--- src/rtl/bw_to_gray_unpacker_pkg.sv ---
// Shared definitions for the binary<->gray pixel paths (threshold/packer and
// unpacker): pixel/byte widths, FSM state encoding, bit-to-level mapping.
package bw_to_gray_unpacker_pkg;

  localparam int GRAY_W = 8;
  localparam int PACK_W = 8;

  // FSM encoding kept as plain constants so older tools can share it.
  localparam logic [0:0] ST_IDLE = 1'b0;  // no pixel held
  localparam logic [0:0] ST_EMIT = 1'b1;  // shift reg holds pending pixels

  // A 0 pixel becomes the low level, a 1 pixel the high level.
  function automatic logic [GRAY_W-1:0] bit_to_gray(input logic              b,
                                                     input logic [GRAY_W-1:0] lo,
                                                     input logic [GRAY_W-1:0] hi);
    return b ? hi : lo;
  endfunction

endpackage

--- src/rtl/bw_to_gray_unpacker_line_counter.sv ---
// Column counter for a pixel line: counts transferred pixels, wraps at
// LINE_WIDTH-1, and flags whether the next pixel to be presented is the
// last one of the line.
module bw_line_counter #(
  parameter int LINE_WIDTH = 640
) (
  input  logic clk_i,
  input  logic rst_i,
  input  logic en_i,
  input  logic i_adv,
  output logic o_last_nxt
);

  localparam int            CW   = (LINE_WIDTH > 1) ? $clog2(LINE_WIDTH) : 1;
  localparam logic [CW-1:0] LAST = CW'(LINE_WIDTH - 1);

  logic [CW-1:0] r_col;
  logic [CW-1:0] w_col_nxt;

  // Column the next presented pixel will occupy (this cycle's advance applied).
  always_comb begin
    w_col_nxt = r_col;
    if (i_adv) w_col_nxt = (r_col == LAST) ? '0 : r_col + CW'(1);
  end

  assign o_last_nxt = (w_col_nxt == LAST);

  // Advance per transferred pixel; frozen when the block is disabled.
  always_ff @(posedge clk_i or negedge rst_i) begin
    if (!rst_i)     r_col <= '0;
    else if (en_i)  r_col <= w_col_nxt;
  end

endmodule

--- src/rtl/bw_to_gray_unpacker.sv ---
// Expands packed binary pixels (8 per byte) into 8-bit gray pixels with
// valid/ready on both sides. A line end cuts the current byte short so every
// line starts on a byte boundary.
module bw_to_gray_unpacker
  import bw_to_gray_unpacker_pkg::*;
#(
  parameter int LINE_WIDTH = 640,
  parameter bit MSB_FIRST  = 1'b1
) (
  input  logic              clk_i,
  input  logic              rst_i,
  input  logic              en_i,
  input  logic [PACK_W-1:0] veri_i,
  input  logic              veri_valid_i,
  output logic              veri_ready_o,
  input  logic [GRAY_W-1:0] low_level_i,
  input  logic [GRAY_W-1:0] high_level_i,
  output logic [GRAY_W-1:0] veri_o,
  output logic              veri_valid_o,
  input  logic              veri_ready_i,
  output logic              line_end_o
);

  logic [0:0]        r_state;
  logic [PACK_W-1:0] r_shift;
  logic [GRAY_W-1:0] r_lo;
  logic [GRAY_W-1:0] r_hi;
  logic [GRAY_W-1:0] r_veri;
  logic [3:0]        r_bits_left;  // pixels of the byte not yet transferred, incl. veri_o
  logic              r_valid;
  logic              r_line_end;

  logic              w_xfer;
  logic              w_last_px;
  logic              w_accept;
  logic              w_last_nxt;
  logic              w_first_bit;
  logic              w_next_bit;
  logic [PACK_W-1:0] w_in_rest;
  logic [PACK_W-1:0] w_sh_rest;

  assign w_xfer    = en_i & r_valid & veri_ready_i;
  // A byte finishes on its 8th pixel or early on a line end.
  assign w_last_px = w_xfer & ((r_bits_left == 4'd1) | r_line_end);

  assign veri_ready_o = rst_i & en_i & ((r_state == ST_IDLE) | w_last_px);
  assign w_accept     = en_i & veri_valid_i & veri_ready_o;

  assign w_first_bit = MSB_FIRST ? veri_i[PACK_W-1]  : veri_i[0];
  assign w_next_bit  = MSB_FIRST ? r_shift[PACK_W-1] : r_shift[0];
  assign w_in_rest   = MSB_FIRST ? {veri_i[PACK_W-2:0], 1'b0}  : {1'b0, veri_i[PACK_W-1:1]};
  assign w_sh_rest   = MSB_FIRST ? {r_shift[PACK_W-2:0], 1'b0} : {1'b0, r_shift[PACK_W-1:1]};

  bw_line_counter #(.LINE_WIDTH(LINE_WIDTH)) u_line_counter (
    .clk_i      (clk_i),
    .rst_i      (rst_i),
    .en_i       (en_i),
    .i_adv      (w_xfer),
    .o_last_nxt (w_last_nxt)
  );

  // FSM + shift reg: load a byte (first pixel straight to the output
  // register), step one pixel per transfer, drop to IDLE when the byte ends.
  always_ff @(posedge clk_i or negedge rst_i) begin
    if (!rst_i) begin
      r_state     <= ST_IDLE;
      r_shift     <= '0;
      r_lo        <= '0;
      r_hi        <= '0;
      r_veri      <= '0;
      r_bits_left <= '0;
      r_valid     <= 1'b0;
      r_line_end  <= 1'b0;
    end else if (en_i) begin
      if (w_accept) begin
        r_state     <= ST_EMIT;
        r_lo        <= low_level_i;
        r_hi        <= high_level_i;
        r_veri      <= bit_to_gray(w_first_bit, low_level_i, high_level_i);
        r_shift     <= w_in_rest;
        r_bits_left <= 4'd8;
        r_valid     <= 1'b1;
        r_line_end  <= w_last_nxt;
      end else if (w_last_px) begin
        r_state     <= ST_IDLE;
        r_shift     <= '0;
        r_bits_left <= '0;
        r_valid     <= 1'b0;
        r_line_end  <= 1'b0;
      end else if (w_xfer) begin
        r_veri      <= bit_to_gray(w_next_bit, r_lo, r_hi);
        r_shift     <= w_sh_rest;
        r_bits_left <= r_bits_left - 4'd1;
        r_line_end  <= w_last_nxt;
      end
    end
  end

  assign veri_o       = r_veri;
  assign veri_valid_o = r_valid;
  assign line_end_o   = r_line_end;

endmodule

--- config.mk ---
export PLATFORM = sky130hd
export DESIGN_NAME = bw_to_gray_unpacker
export DESIGN_NICKNAME = d
export VERILOG_FILES = /design/src/rtl/bw_to_gray_unpacker_pkg.sv /design/src/rtl/bw_to_gray_unpacker_line_counter.sv /design/src/rtl/bw_to_gray_unpacker.sv
export SDC_FILE = /design/constraint.sdc
export NUM_CORES = 1
export LEC_CHECK = 0
export ABC_AREA = 1
export CAP_MARGIN = 0
export CELL_PAD_IN_SITES_DETAIL_PLACEMENT = 1
export CELL_PAD_IN_SITES_GLOBAL_PLACEMENT = 2
export CORE_MARGIN = 2
export CORE_UTILIZATION = 33
export DETAILED_ROUTE_END_ITERATION = 10
export HOLD_SLACK_MARGIN = 0.05
export PLACE_DENSITY_LB_ADDON = 0.12
export SLEW_MARGIN = 20
export SYNTH_ARGS = -nofsm -noshare
export SYNTH_HDL_FRONTEND = slang
export SYNTH_SLANG_ARGS = --single-unit
--- constraint.sdc ---
create_clock -name clk_i -period 4.1 [get_ports clk_i]
set_input_delay 0.615 -clock clk_i [delete_from_list [all_inputs] [get_ports clk_i]]
set_output_delay 0.615 -clock clk_i [all_outputs]
set_load 0.02 [all_outputs]
# Yosys cells after proc, flatten, opt, wreduce, memory -nomap -nowiden
# Index checks and enable logic that the tools add are counted.
# W data, S select, Z words.
# op_classes
add_sub_neg	2
n_eq_ne	4
mux	18
bitwise	10
reduce_logical	7
# ops
op	n
$mux W8	8
$eq A10 B10 Y1 const B	2
$mux W10	2
$mux W4	3
$add A10 B1 Y10 const B	1
$and A1 B1 Y1	7
$reduce_and A2 Y1	3
$mux W1	5
$eq A4 B1 Y1 const B	1
$reduce_bool A2 Y1	2
$sub A4 B1 Y4 const B	1
$reduce_and A3 Y1	1
$reduce_bool A3 Y1	1
$ne A2 B1 Y1 const B	1
$or A1 B1 Y1	2
$not A1 Y1	1
# totals
regBits	48
input_bits	29
out_inout_bits	11
wordCells	49

# Longest topological paths before layout
# logic_depth
word_depth	8
mapped_depth	13
depth_no_buf	12

# Cells and area by module
# From an unflattened synthesis, not the netlist that was laid out.
# hier_totals
cells_unflattened	368
area_unflattened_um2	2702.6
# by_module_without_submodules
mod	n_inst	cells_per_inst	area_per_inst_um2	seq_area_each_um2
bw_to_gray_unpacker	1	265	2003.2	925.9
bw_line_counter	1	103	699.4	250.2

# Least setup slack after synthesis
# No wires, ideal clock.
# synth_path
path_type	input -> output
start	input port en_i
end	output port veri_ready_o
arrival_time_ns	1.272
required_time_ns	3.485
path_slack_ns	2.213
cell_stages	7
n_path_buf	1
path_cell_list	buf_4 nand2_2 nor2_4 nand2_2 nand2_2 nand2_1 inv_1
# synth_between
elab_chain_cells	5
word_cells_on_any_way	6
classes_between	6 x bitwise
# synth_lines
item	line_no	rtl
start: declaration	bw_to_gray_unpacker.sv:12	input logic en_i,
$and A1 B1 Y1 (2 in series)	bw_to_gray_unpacker.sv:42	assign w_xfer = en_i & r_valid & veri_ready_i;
$and A1 B1 Y1	bw_to_gray_unpacker.sv:44	assign w_last_px = w_xfer & ((r_bits_left == 4'd1) | r_line_end);
$or A1 B1 Y1	bw_to_gray_unpacker.sv:46	assign veri_ready_o = rst_i & en_i & ((r_state == ST_IDLE) | w_last_px);
$and A1 B1 Y1 (*)	bw_to_gray_unpacker.sv:46	
end: declaration	bw_to_gray_unpacker.sv:15	output logic veri_ready_o,
# Mark *: on every way between the ends. The rest lies on a longest branch, timed or not.

# Final worst setup path
# Ends and elaborated chain as after synthesis.

==> impl_metrics.ini <==
[drt]
drt_first_iter_violations = 50
wl_per_cell_um = 13.7
routed_via_density = 4.68
ant_nets = 0
drc = 0
dr.pass1.iters = 4
wl_um = 6280
num_vias = 2148

[run]
drv_cap = 0

[floorplan]
initial_core_util_pct = 34.1
rows = 31
core_sq_um = 7250
die-area_sq_um = 8200
die_y_um = 90.6
boundaryPins = 40
fp.dieW_um = 90.6

[layout]
drive_above_1_share_pct = 8.06
num-fill-cells = 914
fin_nets = 391
final_core_util_pct = 42.0
antennaDiodeCount = 0
area_growth_pct = 23.2

[power]
power_leakage_nw = 1.51
power_mw = 1.85
vdd_drop_max_mv = 0.273
pwr_density_cell_nw_per_um2 = 606

[yosys]
synth_top_area_share_pct = 47.5
synth_cell_type_count = 25
yosys_warnings = 0
synth_nets = 354
synth-seq-cells = 47
async_flop_share_pct = 100
netlist_instances = 322
postSynthAreaPerCell_sq_um = 7.68
synthTopCellsByCount = nand2_1 (104), dfrtp_1 (47), inv_1 (39), nand3_1 (29), nor2_1 (25)
syn-cell-area_sq_um = 2470
synth-edff-count = 0
yosysMostFrequentCell = nand2_1
ys_seq_area_share_pct = 47.5
synth_flop_cell = dfrtp_1
synth_area_leaders = dfrtp_1 (48%), nand2_1 (16%), inv_1 (5.9%), nand3_1 (5.9%), o21ai_0 (4.9%)
synth_top_cell_by_area = dfrtp_1

[critical_path]
path_buf_inv = 3
reg2reg_depth = 9
reg2reg_from = veri_valid_o
path_class = in -> out
critPathMostFrequentCell = nand2_2
path_delay_family = buffers and inverters
crit_required_ps = 3480
worst_setup_path_start_kind = input pin
worst-r2r-setup-slack_ps = 1940
critPathSlowestCell = clkdlybuf4s50_1
worst_setup_path_end_kind = output port
critPathArrivalTime_ps = 2520
crit_path_cell_trace = clkdlybuf4s50_1 -> nand2_2 -> nor2_4 -> nand2_2 -> nand2_2 -> nand2_1 -> inv_1 -> clkdlybuf4s50_1
max_stage_delay_ps = 620
path_max_fanout = 15
r2r_end = r_bits_left[0]

[clock_tree]
root_buffer = clkbuf_8
numCtsBuffers = 5
cts_max_level = 2
cts_buffer_depth = 2
post_cts_resize_count = 0
clkLatencyLatePin_ps = 300
cts_tree = built
ctsHoldBuffers = 0
post_cts_buffers = 0
cts.sinks = 47
clkTransAtPathRegs_ps = 90

[grt]
grt_pass1_vias = 2217
groute.usage.overall_pct = 16.2
grt_first_pass_wirelength_um = 10700
overflow = 0
antenna_found_initial = 0
grt_max_degree = 48

[place]
port_buffers = 39
place_congestion = 0.777
dp.final_hpwl_um = 4580

[timing]
worst_slew_pin_slew_ps = 637
setup_tns_ps = 0
relSlewSlack_pct = 57.5
slew_violations = 0
rsz0062_at_grt = false
final.setup_skew_ps = 9.61
timing.fmax_mhz = 319
fin_crit_ps = 3140
setup_viol = 0
hold_viol_final = 0
post-route-period-util_pct = 76.5

[hold_path]
hold_start = r_shift[1]
hold_end = r_shift[1]
hold_depth = 2
hold_path_class = reg -> reg

[run_status]
status = complete, no violations
## per-stage QoR
stage                     instances  setup WS (ps)  hold slack (ps)  cell area (sq um)
after CTS                       459            930              490               3050
after floorplan                 322           2210              319               2470
after detailed placement        451            939              467               2930
after global routing            459            821              519               3050
final                           459            964              483               3050
after global placement          451            990              460               2930
## worst register-to-register path, delay by kind of cell, from the launching register on
family	cells	cell delay [ps]
AOI/OAI and AO/OA	1	150
buffers and inverters	2	200
DFF	1	430
and+or+nand+nor	6	1270
## how the worst max path moves through the flow
stage | startpoint | end | slack [ps] | cells after the start
5_1_grt | en_i | veri_ready_o | 820 | 8
4_1_cts | en_i | veri_ready_o | 930 | 8
3_3_place_gp | en_i | veri_ready_o | 990 | 8
2_1_floorplan | en_i | veri_ready_o | 2210 | 7
6_report | en_i | veri_ready_o | 960 | 8
3_5_place_dp | en_i | veri_ready_o | 940 | 8
## cell usage in the layout, fill, tap and decap left out, drive strengths merged
cell type      count
a31oi              1
xor2               1
o21bai             1
dfrtp             47
clkdlybuf4s50     38
mux2               8
clkbuf             6
nand2            109
nand3             30
o22ai              6
o21ai             24
buf                4
clkinv             1
ha                 3
nand4              5
nand3b             1
nor2              26
bufinv             1
a21oi              7
inv               41
## flip-flops by register name (all words and copies together), names as in the netlist
register,count
u_line_counter.r_col,10
r_hi,8
r_lo,8
veri_o,8
r_shift,7
r_bits_left,4
line_end_o,1
veri_valid_o,1
## cells by family after synthesis
kind of cell,Yosys count,share of synthesized area [%]
compound gates,39,8.35
simple gates,171,29.3
mux,8,3.64
fa+ha+maj,3,1.52
flops,47,47.5
xor+xnor,1,0.354
buf+inv,53,9.26
## metal layers
metal  GRT usage, %  vias to the layer above  wire (um)
met2           28.2                       30       2990
met4           3.46                        0         54
met1           21.0                     1019       3070
met3           3.17                        4        163
li1               -                     1095          -
met5              0                        -          0
## cell type report
cell class | count | area (sq um) | share of cell area [%]
inverters | 41 | 154 | 5.05
clock buffers | 6 | 82.6 | 2.71
well taps | 99 | 124 | 4.06
flip-flops and latches | 47 | 1180 | 38.6
clock inverters | 2 | 35.0 | 1.15
multi-input cells | 222 | 1070 | 35.1
repair buffers | 42 | 408 | 13.4
## power by group
group / switching (mW) / internal (mW) / total [mW]
clock network: 0.160 / 0.198 / 0.358
logic: 0.363 / 0.310 / 0.673
registers: 0.151 / 0.664 / 0.815
total: 0.674 / 1.17 / 1.85
Note: power is estimated with default switching activity, not from simulation.
